`src/rtl/serial_adder_pkg.sv`:
```
// Shared constants for the bit-serial adder: default operand width and counter sizing.
// Pure declarations; no latency or flow control involved.
package serial_adder_pkg;

    localparam int WIDTH_DEFAULT = 8;
    localparam int WIDTH_MIN     = 2;
    localparam int WIDTH_MAX     = 32;

    // Counter must represent 0..width inclusive, hence the +1.
    function automatic int cnt_width(input int width);
        return $clog2(width + 1);
    endfunction

    localparam int CNT_W_DEFAULT = cnt_width(WIDTH_DEFAULT);

endpackage

```
`src/rtl/full_adder.sv`:
```
// Single-bit full adder for the serial datapath; purely combinational, zero latency.
// No flow control: outputs follow inputs within the cycle.
module full_adder (
    input  logic a,
    input  logic b,
    input  logic cin,
    output logic s,
    output logic co
);

    assign s  = a ^ b ^ cin;
    assign co = (a & b) | (a & cin) | (b & cin);

endmodule

```
`src/rtl/serial_adder.sv`:
```
// Bit-serial adder, LSB first: result final WIDTH enabled cycles after the load edge.
// enable low stalls every register; pload restarts, rst overrides both.
module serial_adder
    import serial_adder_pkg::*;
#(
    parameter int WIDTH = WIDTH_DEFAULT
) (
    input  logic             clk,
    input  logic             rst,
    input  logic             pload,
    input  logic             enable,
    input  logic [WIDTH-1:0] adata,
    input  logic [WIDTH-1:0] bdata,
    output logic [WIDTH-1:0] pout,
    output logic             cout,
    output logic             done
);

    localparam int             CW       = cnt_width(WIDTH);
    localparam logic [CW-1:0]  CNT_LAST = CW'(WIDTH - 1);
    localparam logic [CW-1:0]  CNT_MAX  = CW'(WIDTH);

    logic [WIDTH-1:0] a_sr;
    logic [WIDTH-1:0] b_sr;
    logic [WIDTH-1:0] res_sr;
    logic             carry;
    logic [CW-1:0]    count;
    logic             done_r;

    logic             sum_bit;
    logic             carry_nxt;
    logic             advance;

    full_adder u_fa (
        .a   (a_sr[0]),
        .b   (b_sr[0]),
        .cin (carry),
        .s   (sum_bit),
        .co  (carry_nxt)
    );

    // Once count saturates at WIDTH, further enables are ignored so the result holds.
    assign advance = enable && (count < CNT_MAX);

    always_ff @(posedge clk) begin
        if (rst) begin
            a_sr   <= '0;
            b_sr   <= '0;
            res_sr <= '0;
            carry  <= 1'b0;
            count  <= '0;
            done_r <= 1'b0;
        end else if (pload) begin
            a_sr   <= adata;
            b_sr   <= bdata;
            res_sr <= '0;
            carry  <= 1'b0;
            count  <= '0;
            done_r <= 1'b0;
        end else if (advance) begin
            a_sr   <= {1'b0, a_sr[WIDTH-1:1]};
            b_sr   <= {1'b0, b_sr[WIDTH-1:1]};
            res_sr <= {sum_bit, res_sr[WIDTH-1:1]};
            carry  <= carry_nxt;
            count  <= count + CW'(1);
            done_r <= (count == CNT_LAST);
        end
    end

    assign pout = res_sr;
    assign cout = carry;
    assign done = done_r;

endmodule

```
`config.mk`:
```
export PLATFORM = sky130hd
export DESIGN_NAME = serial_adder
export DESIGN_NICKNAME = d
export VERILOG_FILES = /design/src/rtl/serial_adder_pkg.sv /design/src/rtl/full_adder.sv /design/src/rtl/serial_adder.sv
export SDC_FILE = /design/constraint.sdc
export NUM_CORES = 1
export LEC_CHECK = 0
export ABC_AREA = 1
export CAP_MARGIN = 15
export CORE_MARGIN = 5
export CORE_UTILIZATION = 45
export DETAILED_ROUTE_END_ITERATION = 8
export PLACE_DENSITY = 0.83
export SYNTH_ARGS = -nofsm -noshare
export SYNTH_HDL_FRONTEND = slang
export SYNTH_SLANG_ARGS = --single-unit
```
`constraint.sdc`:
```
create_clock -name clk -period 1.22 [get_ports clk]
set_input_delay 0.122 -clock clk [delete_from_list [all_inputs] [get_ports clk]]
set_output_delay 0.122 -clock clk [all_outputs]
set_load 0.02 [all_outputs]
```
==> flow_metrics.env <==
export IMPL_grtUsageTotal_pct=14.3
export IMPL_chipHeight_um=66.5
export IMPL_startpoint="pout[4]"
export IMPL_clk_pin_slew_worst_paths_ns=0.10
export IMPL_hp_class="in -> reg"
export IMPL_cts_sinks=30
export IMPL_status="finished, final reports clean"
export IMPL_drtPass1Iterations=4
export IMPL_slew_headroom_pct=84.6
export IMPL_setup_tns_ns=0
export IMPL_r2r_start="cout"
export IMPL_holdBufCountCts=0
export IMPL_final_seq_area_um2=601
export IMPL_drv_cap=0
export IMPL_path_buf_inv=1
export IMPL_diodes=0
export IMPL_r2r_slack_ns=0.12
export IMPL_reg2reg_to="pout[7]"
export IMPL_max_stage_delay_ns=0.36
export IMPL_wl_um=2750
export IMPL_yosysMostFrequentCell="nand2_1"
export IMPL_drive_above_1_share_pct=19.9
export IMPL_leakage_uw=0.000777
export IMPL_fillers=297
export IMPL_vias=1245
export IMPL_dieArea_mm2=0.00442
export IMPL_yosysWarnings=0
export IMPL_critPathTopFamily="flip-flops"
export IMPL_critical_path_class="reg -> out"
export IMPL_synth_edf_count=0
export IMPL_initial_core_util_pct=47.0
export IMPL_clockBufferDepth=2
export IMPL_setup_viol=0
export IMPL_synth_distinct_cells=21
export IMPL_cellPowerDensity_mw_per_mm2=1110
export IMPL_tightest_slew_ns=0.231
export IMPL_syn_area_per_cell_um2=7.72
export IMPL_gp_congestion=0.779
export IMPL_synthArstFlopShare_pct=0
export IMPL_clock_latency_ns=0.33
export IMPL_postCtsSetupBuffers=0
export IMPL_cts_resized=10
export IMPL_start_kind="register"
export IMPL_final_period_utilization_pct=95.0
export IMPL_syn_to_final_growth_pct=25.9
export IMPL_critPathSlowestCell="dfxtp_1"
export IMPL_period_minus_slack_ns=1.16
export IMPL_core_region_area_mm2=0.00305
export IMPL_synth_fp_nets=208
export IMPL_end_kind="output pin"
export IMPL_grt_max_degree=32
export IMPL_numCtsBuffers=5
export IMPL_ys_seq_area_share_pct=41.8
export IMPL_synth_top_area_cell="dfxtp_1"
export IMPL_clock_skew_ns=0.00415
export IMPL_synth_area_mm2=0.00144
export IMPL_synth_top_area_share_pct=41.8
export IMPL_rsz0062_at_grt="false"
export IMPL_crit_cells=1
export IMPL_synth_seq_cells=30
export IMPL_multi_input_area_um2=687
export IMPL_htreeDepth=2
export IMPL_io_buffers=29
export IMPL_overflow=0
export IMPL_placed_area_mm2=0.00176
export IMPL_grt_pass1_wl_um=4770
export IMPL_synthTopCellsByArea="dfxtp_1 (42%), nand2_1 (14%), a21oi_2 (6.1%)"
export IMPL_final_nets=242
export IMPL_synth_ff_type="dfxtp_1"
export IMPL_endpoint="pout[4]"
export IMPL_cts_tree="yes"
export IMPL_ant_nets=0
export IMPL_fmax_ghz=0.863
export IMPL_rows=20
export IMPL_drc=0
export IMPL_grt_pass1_vias=1165
export IMPL_r2r_cells=3
export IMPL_drv_slew=0
export IMPL_antenna_found_initial=0
export IMPL_hpwl_um=2030
export IMPL_cp_max_fo=3
export IMPL_drt_iter0_markers=69
export IMPL_io_pins=30
export IMPL_worstPathArrival_ns=1.04
export IMPL_synthTopCellsByCount="nand2_1 (52), dfxtp_1 (30), nor2_1 (23)"
export IMPL_worst_ep_required_time_ns=1.10
export IMPL_cp_cell_sequence="dlygate4sd2_1"
export IMPL_hold_viol=0
export IMPL_viasPerCell=4.70
export IMPL_die_x_um=66.5
export IMPL_wl_per_cell_um=10.4
export IMPL_ir_drop_mv=0.570
export IMPL_clock_root_buffer="clkbuf_4"
export IMPL_syn_inst=186
export IMPL_fin_area_mm2=0.00181
[cells by family after synthesis]
| logic type | after synthesis | synth area share [%] |
|---|---|---|
| XOR/XNOR | 1 | 0.610 |
| adder cells (fa/ha/maj) | 2 | 2.26 |
| buffers and inverters | 19 | 10.4 |
| AND/OR/NAND/NOR | 106 | 32.6 |
| flip-flops | 30 | 41.8 |
| AO/OA/AOI/OAI | 28 | 12.4 |
[cell type report]
class	count	share of cell area (%)
Multi-Input combinational cell	137	38.0
Sequential cell	30	33.2
Timing Repair Buffer	40	20.7
Tap cell	44	3.04
Clock buffer	6	2.84
Inverter	6	1.52
Clock inverter	2	0.692
[layout by cell type (no fill, tap or decap), types with 4 or more instances in the layout]
master	instances
a21oi_1	8
a21oi_2	10
buf_4	10
clkbuf_4	5
clkdlybuf4s15_1	4
clkdlybuf4s50_1	19
dfxtp_1	30
dlygate4sd2_1	5
inv_1	5
nand2_1	52
nand2_2	11
nand3_1	17
nor2_1	23
o21ai_0	4
o21ai_1	6
[report_power, final]
group | leakage [µW] | switching (µW) | internal [µW]
clock network | 0.0000343 | 357 | 277
registers | 0.000245 | 25.6 | 1020
logic | 0.000497 | 165 | 155
[flip-flops by register name, summed over array words and instances, names as in the netlist]
signal / flops
pout: 8
count: 4
done: 1
b_sr: 8
a_sr: 8
cout: 1
[metrics by stage]
step | setup WS [ns] | hold WS [ns] | utilization (%) | instances | total power (µW)
floorplan | 0.0464 | 0.269 | - | 186 | 1290
global placement | -0.0651 | 0.456 | 57.5 | 257 | 1390
detailed placement | -0.0895 | 0.470 | 57.5 | 257 | 1400
CTS | 0.000781 | 0.322 | 59.2 | 265 | 2020
global route | 0.00206 | 0.343 | 59.2 | 265 | 2110
finish | 0.0611 | 0.337 | 59.2 | 265 | 2000
[worst min path at each step]
stage             start  endpoint  slack, ns  depth (start not counted)
3_5_place_dp       done      done       0.47                          2
3_3_place_gp       done      done       0.46                          2
4_1_cts        bdata[7]   b_sr[7]       0.32                          3
6_report       bdata[7]   b_sr[7]       0.34                          3
2_1_floorplan  adata[7]   a_sr[7]       0.27                          2
5_1_grt        adata[7]   a_sr[7]       0.34                          3
[layer usage]
layer	wire length, µm	up-vias	global-route usage, %
met1	1210	551	15.6
li1	-	666	-
met5	0	-	0
met2	1330	23	23.9
met3	152	5	5.73
met4	58	0	6.85
No activity file was read; power rests on OpenSTA's default activity.
